## src/rtl/ptw_pkg.sv

```systemverilog
// ptw_pkg: shared constants, PTE field offsets and FSM state type for the Sv39 page-table walker
package ptw_pkg;
  localparam int PPN_W    = 44;
  localparam int VPN_W    = 27;
  localparam int PADDR_W  = 56;
  localparam int LEVELS   = 3;
  localparam int PPN_LSB  = 10;
  localparam int PPN_MSB  = 53;
  localparam int RSVD_LSB = 54;
  localparam int F_V = 0;
  localparam int F_R = 1;
  localparam int F_W = 2;
  localparam int F_X = 3;
  localparam int F_U = 4;
  localparam int F_G = 5;
  localparam int F_A = 6;
  localparam int F_D = 7;
  typedef enum logic [1:0] {IDLE, REQ, WAIT, RESP} state_e;
endpackage

```

## src/rtl/ptw_pte_decode.sv

```systemverilog
// ptw_pte_decode: combinational Sv39 PTE field extraction and validity/leaf/alignment classification
//   data       : raw 64-bit PTE
//   level      : level the PTE was fetched at (2 = root)
//   ppn, flags : PTE ppn field and d a g u x w r v flags
//   leaf       : PTE maps a page (v & (r | x))
//   invalid    : !v, write-only, or reserved bits set
//   misaligned : superpage leaf whose low ppn bits are not zero
module ptw_pte_decode
  import ptw_pkg::*;
(
  input  logic [63:0]      data,
  input  logic [1:0]       level,
  output logic [PPN_W-1:0] ppn,
  output logic [7:0]       flags,
  output logic             leaf,
  output logic             invalid,
  output logic             misaligned
);
  assign ppn        = data[PPN_MSB:PPN_LSB];
  assign flags      = data[7:0];
  assign leaf       = flags[F_V] & (flags[F_R] | flags[F_X]);
  assign invalid    = !flags[F_V] | (flags[F_W] & !flags[F_R]) | (|data[63:RSVD_LSB]);
  assign misaligned = leaf & (((level == 2'd2) & (|ppn[17:0])) | ((level == 2'd1) & (|ppn[8:0])));
endmodule

```

## src/rtl/ptw_sv39_walker.sv

```systemverilog
// ptw_sv39_walker: Sv39 page-table walker issuing up to three PTE reads and returning leaf fields or a page fault
//   clock, reset (sync, active-low)
//   io_req_*      : translation request (vpn, satp root ppn sampled on accept)
//   io_mem_req_*  : PTE read request, held stable until accepted
//   io_mem_resp_* : PTE data pulse, only honoured while waiting for a read
//   io_resp_*     : registered walk result (ppn, flags, level, pf)
//   io_busy       : walk in progress
// Build option: define PTW_AD_CHECK_EN to fault on leaves with the A bit clear.
module ptw_sv39_walker
  import ptw_pkg::*;
(
  input  logic               clock,
  input  logic               reset,
  input  logic               io_req_valid,
  output logic               io_req_ready,
  input  logic [VPN_W-1:0]   io_req_vpn,
  input  logic [PPN_W-1:0]   io_satp_ppn,
  output logic               io_mem_req_valid,
  input  logic               io_mem_req_ready,
  output logic [PADDR_W-1:0] io_mem_req_addr,
  input  logic               io_mem_resp_valid,
  input  logic [63:0]        io_mem_resp_data,
  output logic               io_resp_valid,
  input  logic               io_resp_ready,
  output logic [PPN_W-1:0]   io_resp_ppn,
  output logic               io_resp_d,
  output logic               io_resp_a,
  output logic               io_resp_g,
  output logic               io_resp_u,
  output logic               io_resp_x,
  output logic               io_resp_w,
  output logic               io_resp_r,
  output logic               io_resp_v,
  output logic [1:0]         io_resp_level,
  output logic               io_resp_pf,
  output logic               io_busy
);
  state_e           state;
  logic [VPN_W-1:0] vpn;
  logic [PPN_W-1:0] cur_ppn;
  logic [1:0]       level;
  logic             g_acc;
  logic [PPN_W-1:0] resp_ppn;
  logic [7:0]       resp_flags;
  logic [1:0]       resp_level;
  logic             resp_pf;
  logic [PPN_W-1:0] pte_ppn;
  logic [7:0]       pte_flags;
  logic             pte_leaf;
  logic             pte_invalid;
  logic             pte_misaligned;
  logic             ad_fault;
  logic             fault;
  logic             descend;
  logic [8:0]       vpn_idx;
  logic [PPN_W-1:0] leaf_ppn;

  ptw_pte_decode u_dec (
    .data       (io_mem_resp_data),
    .level      (level),
    .ppn        (pte_ppn),
    .flags      (pte_flags),
    .leaf       (pte_leaf),
    .invalid    (pte_invalid),
    .misaligned (pte_misaligned)
  );

`ifdef PTW_AD_CHECK_EN
  assign ad_fault = pte_leaf & !pte_flags[F_A];
`else
  assign ad_fault = 1'b0;
`endif

  assign vpn_idx  = level == 2'd2 ? vpn[26:18] : level == 2'd1 ? vpn[17:9] : vpn[8:0];
  assign descend  = !pte_invalid & !pte_leaf & (level != 2'd0);
  // a valid pointer PTE at level 0 has nowhere left to go
  assign fault    = pte_invalid | (!pte_leaf & (level == 2'd0)) | pte_misaligned | ad_fault;
  // superpages take their untranslated low ppn bits from the vpn
  assign leaf_ppn = level == 2'd2 ? {pte_ppn[43:18], vpn[17:0]} :
                    level == 2'd1 ? {pte_ppn[43:9], vpn[8:0]} : pte_ppn;

  always_ff @(posedge clock) begin
    if (!reset) begin
      state      <= IDLE;
      vpn        <= '0;
      cur_ppn    <= '0;
      level      <= '0;
      g_acc      <= 1'b0;
      resp_ppn   <= '0;
      resp_flags <= '0;
      resp_level <= '0;
      resp_pf    <= 1'b0;
    end else begin
      unique case (state)
        IDLE: if (io_req_valid) begin
          state   <= REQ;
          vpn     <= io_req_vpn;
          cur_ppn <= io_satp_ppn;
          level   <= 2'd2;
          g_acc   <= 1'b0;
        end
        REQ: if (io_mem_req_ready) state <= WAIT;
        WAIT: if (io_mem_resp_valid) begin
          if (descend) begin
            state   <= REQ;
            cur_ppn <= pte_ppn;
            level   <= level - 2'd1;
            g_acc   <= g_acc | pte_flags[F_G];
          end else begin
            state      <= RESP;
            resp_pf    <= fault;
            resp_level <= level;
            resp_ppn   <= fault ? '0 : leaf_ppn;
            resp_flags <= fault ? '0 : (pte_flags | {2'b00, g_acc, 5'b0});
          end
        end
        RESP: if (io_resp_ready) state <= IDLE;
        default: state <= IDLE;
      endcase
    end
  end

  assign io_req_ready     = state == IDLE;
  assign io_busy          = state != IDLE;
  assign io_mem_req_valid = state == REQ;
  assign io_mem_req_addr  = PADDR_W'({cur_ppn, vpn_idx, 3'b000});
  assign io_resp_valid    = state == RESP;
  assign io_resp_ppn      = resp_ppn;
  assign io_resp_level    = resp_level;
  assign io_resp_pf       = resp_pf;
  assign io_resp_d        = resp_flags[F_D];
  assign io_resp_a        = resp_flags[F_A];
  assign io_resp_g        = resp_flags[F_G];
  assign io_resp_u        = resp_flags[F_U];
  assign io_resp_x        = resp_flags[F_X];
  assign io_resp_w        = resp_flags[F_W];
  assign io_resp_r        = resp_flags[F_R];
  assign io_resp_v        = resp_flags[F_V];
endmodule

```

## config.mk

```make
export PLATFORM = sky130hd
export DESIGN_NAME = ptw_sv39_walker
export DESIGN_NICKNAME = d
export VERILOG_FILES = /design/src/rtl/ptw_pkg.sv /design/src/rtl/ptw_pte_decode.sv /design/src/rtl/ptw_sv39_walker.sv
export SDC_FILE = /design/constraint.sdc
export NUM_CORES = 1
export LEC_CHECK = 0
export CAP_MARGIN = 20
export CELL_PAD_IN_SITES_DETAIL_PLACEMENT = 0
export CELL_PAD_IN_SITES_GLOBAL_PLACEMENT = 2
export CORE_ASPECT_RATIO = 0.75
export CORE_MARGIN = 1
export CORE_UTILIZATION = 24
export CTS_BUF_LIST = sky130_fd_sc_hd__clkbuf_2
export CTS_CLUSTER_DIAMETER = 200
export DETAILED_ROUTE_END_ITERATION = 16
export PLACE_DENSITY_LB_ADDON = 0.1
export SLEW_MARGIN = 10
export SYNTH_ARGS = -nofsm -noshare
export SYNTH_HDL_FRONTEND = slang
export SYNTH_SLANG_ARGS = --single-unit
```

## constraint.sdc

```tcl
create_clock -name clock -period 2.6 [get_ports clock]
set_clock_uncertainty 0.2 [all_clocks]
set_input_delay 0.52 -clock clock [delete_from_list [all_inputs] [get_ports clock]]
set_output_delay 0.52 -clock clock [all_outputs]
set_load 0.02 [all_outputs]
```

==> flow_summary.toml, run 1 <==
[place]
gp_congestion = 0.806
dp_hpwl_um = 14000
pre_cts_slack_ps = -376
io_buffers = 250

[floorplan]
ios = 256
initial_core_util_pct = 24.9
die_w_um = 174
coreArea_um2 = 21500
rows = 46
dieHeight_um = 131
dieArea_um2 = 22900

[layout]
fillers = 2141
nets = 967
multi_input_area_um2 = 2530
area_delta_synth_final_pct = 65.0
drive_gt1_share_pct = 12.7
seq_area_um2 = 2630

[sta]
grt_setup_unrepaired = "yes"
finalCriticalPeriod_ps = 2620
worst_slew_pin_slew_ps = 638
max_freq_mhz = 381
fin_ws_ps = -21.4
fin_crit_sh_pct = 101
hold_viol_final = 0
relSlewSlack_pct = 57.5
setup_violations = 1
drv_slew = 0

[global_route]
antenna_found_initial = 1
grt_start_max_net_pins = 62
grt_first_pass_wirelength_um = 29700
grt_overflow_total = 0
grt_usage_pct = 16.8
grt_pass1_vias = 5099

[routing]
drc = 0
wl_per_cell_um = 17.1
routed-via-count = 5078
wirelength_um = 19200
vias_per_cell = 4.51
drtAntennaViolNets = 0
drtIter0Drc = 182
firstDrtPassIters = 4

[logic_synthesis]
ys_ff_latch = 131
async_flop_share_pct = 0
synth_edf_count = 0
yosys_warnings = 0
ys_types = 37
synth_flop_cell = "dfxtp_1"
synth.avg_cell_area_um2 = 9.69
syn_area_um2 = 5340
syn_inst = 551
ys_seq_area_share_pct = 49.1

[clock_tree]
h-tree-depth = 4
cts_root_buf = "clkbuf_2"
cts_tree = "built"
cts_hold_buf = 0
clk_pin_slew_worst_paths_ps = 210
cts_sinks = 131
numCtsBuffers = 17
clk_latency_ps = 670
clock_path_buffers = 2

[setup_path]
critPathCaptureType = "output port"
crit_start = "level[0]"
r2r_cells = 9
critPathSlowestCell = "dfxtp_2"
cp-endpoint = "io_mem_req_addr[3]"
critPathMaxFanout = 5
crit_chain = "buf_6 > ha_4 > buf_12 > mux2i_4 > o21ai_4 > buf_6"
critical_path_class = "reg -> out"
worstReg2RegStart = "level[0]"
arrival_ps = 1900
crit_top_cell = "buf_6"
max_stage_delay_ps = 360
r2r_slack_ps = 530
rr_endpoint = "io_resp_ppn[7]"
required_ps = 1880
cp-start-kind = "flop"

[outcome]
failed_checks = "negative setup slack"
status = "finished, violations left"

[power]
ir_drop_v = 0.000225
finalPower_mw = 5.15
leakage_nw = 3.29
pwr_density_cell_nw_per_um2 = 585

[worst_hold_path]
holdPathStages = 3
min_path_type = "in -> reg"

[flow_run]
cap_violations = 0
[how the worst min path moves through the flow]
stage	start	to	slack, ps
final	io_req_vpn[21]	vpn[21]	160
after global routing	io_req_vpn[3]	vpn[3]	40
after CTS	io_req_vpn[5]	vpn[5]	70
after detailed placement	resp_flags[0]	resp_flags[0]	240
after global placement	resp_flags[0]	resp_flags[0]	240
after floorplan	vpn[18]	vpn[18]	240
[cell usage after synthesis, types with 4 or more instances]
cell       count  area share [%]
mux2i_1       73              14
nor3_1         6            0.56
o21ai_0       12             1.1
a22o_1        32             5.2
buf_6          4            0.84
dfxtp_1      131              49
a211oi_1      45             6.3
a21oi_1       30             2.8
o2bb2ai_1     19             3.1
nand2_1       65             4.6
buf_2         19             1.8
buf_4          6            0.84
nor2_1        53             3.7
inv_1          4            0.28
clkbuf_1      16             1.1
[through the flow]
| stage | utilization, % | instances | cell area (um2) | hold WS [ps] | setup TNS, ps |
|---|---|---|---|---|---|
| after floorplan | - | 553 | 5350 | 237 | 0 |
| after global placement | 39.0 | 1087 | 8380 | 240 | -26520 |
| after detailed placement | 39.0 | 1087 | 8380 | 242 | -31960 |
| after CTS | 41.0 | 1124 | 8790 | 72.4 | -630 |
| after global routing | 41.0 | 1125 | 8810 | 35.3 | -1320 |
| final | 41.0 | 1125 | 8810 | 163 | -21.4 |
[cells by family (layout without fill, tap and decap cells)]
kind of cell | count (synthesis) | after routing | synth area share (%)
AOI/OAI and AO/OA | 148 | 148 | 20.2
adders and majority gates | 3 | 3 | 0.703
buffers and inverters | 53 | 336 | 5.15
DFF | 131 | 131 | 49.1
muxes | 73 | 73 | 13.7
other | 1 | 4 | 0.0702
and+or+nand+nor | 142 | 142 | 11.1
[placed cells by master (no fill, tap or decap), types with 4 or more instances in the layout]
cell type / n
nand2_1: 65
o2bb2ai_1: 19
clkbuf_2: 20
bufinv_16: 5
dfxtp_1: 127
a21oi_1: 30
o21ai_1: 8
a22o_1: 32
a211oi_1: 45
nor3_1: 6
buf_4: 48
mux2i_1: 71
clkdlybuf4s50_1: 234
buf_12: 6
nor2_1: 52
dlygate4sd2_1: 4
[critical path: cells and delay by family, from the launching register on]
| family | cells | cell delay [ps] |
|---|---|---|
| compound gates | 1 | 150 |
| fa+ha+maj | 1 | 160 |
| buf+inv | 3 | 380 |
| flops | 1 | 360 |
| mux | 1 | 190 |
[power by group]
group / leakage [nW] / switching, mW / total (mW) / internal, mW
clock network: 0.175 / 0.799 / 1.54 / 0.745
registers: 1.07 / 0.0992 / 2.25 / 2.15
logic: 2.05 / 0.677 / 1.36 / 0.683
total: 3.29 / 1.58 / 5.15 / 3.58
[final cells by class]
class                      instances  share of cell area, %
antenna                            1                 0.0284
clock buffer                      20                   1.14
clock inverter                    12                   2.33
inverter                           5                  0.213
multi-input combinational        369                   28.7
sequential                       131                   29.9
tap                              288                   4.09
timing repair buffer             299                   33.6
[sequential cells by signal, summed over array words and instances (netlist names)]
name,flops
state,2
cur_ppn,44
io_resp_ppn,44
vpn,27
g_acc,1
resp_flags,8
io_resp_pf,1
level,2
io_resp_level,2
[repair_timing]
item                       4_1_cts  5_1_grt
resized for setup               88        5
setup buffers                    5        0
gates cloned                     1        0
setup endpoints to repair       13       12
pin swaps                        2        3
[layer usage]
metal	wire [um]	vias to the layer above	track usage, %
met5	0	-	0
met4	159	0	3.22
met3	1400	10	6.39
met2	8280	164	25.2
met1	9390	2366	22.9
li1	-	2538	-
No activity file was read; power rests on OpenSTA's default activity.
==> run 2: changes to the inputs <==
--- a/config.mk
+++ b/config.mk
@@ -5,7 +5,6 @@
 export SDC_FILE = /design/constraint.sdc
 export NUM_CORES = 1
 export LEC_CHECK = 0
-export CAP_MARGIN = 20
 export CELL_PAD_IN_SITES_DETAIL_PLACEMENT = 0
 export CELL_PAD_IN_SITES_GLOBAL_PLACEMENT = 2
 export CORE_ASPECT_RATIO = 0.75
==> results of run 2 <==
No change in the layout: final DEF, timing and power equal those of run 1.
==> run 3: changes to the inputs <==
--- a/config.mk
+++ b/config.mk
@@ -13,6 +13,7 @@
 export CTS_BUF_LIST = sky130_fd_sc_hd__clkbuf_2
 export CTS_CLUSTER_DIAMETER = 200
 export DETAILED_ROUTE_END_ITERATION = 16
+export GPL_ROUTABILITY_DRIVEN = 0
 export PLACE_DENSITY_LB_ADDON = 0.1
 export SLEW_MARGIN = 10
 export SYNTH_ARGS = -nofsm -noshare
==> results of run 3 <==
No change in the layout: final DEF, timing and power equal those of run 1.
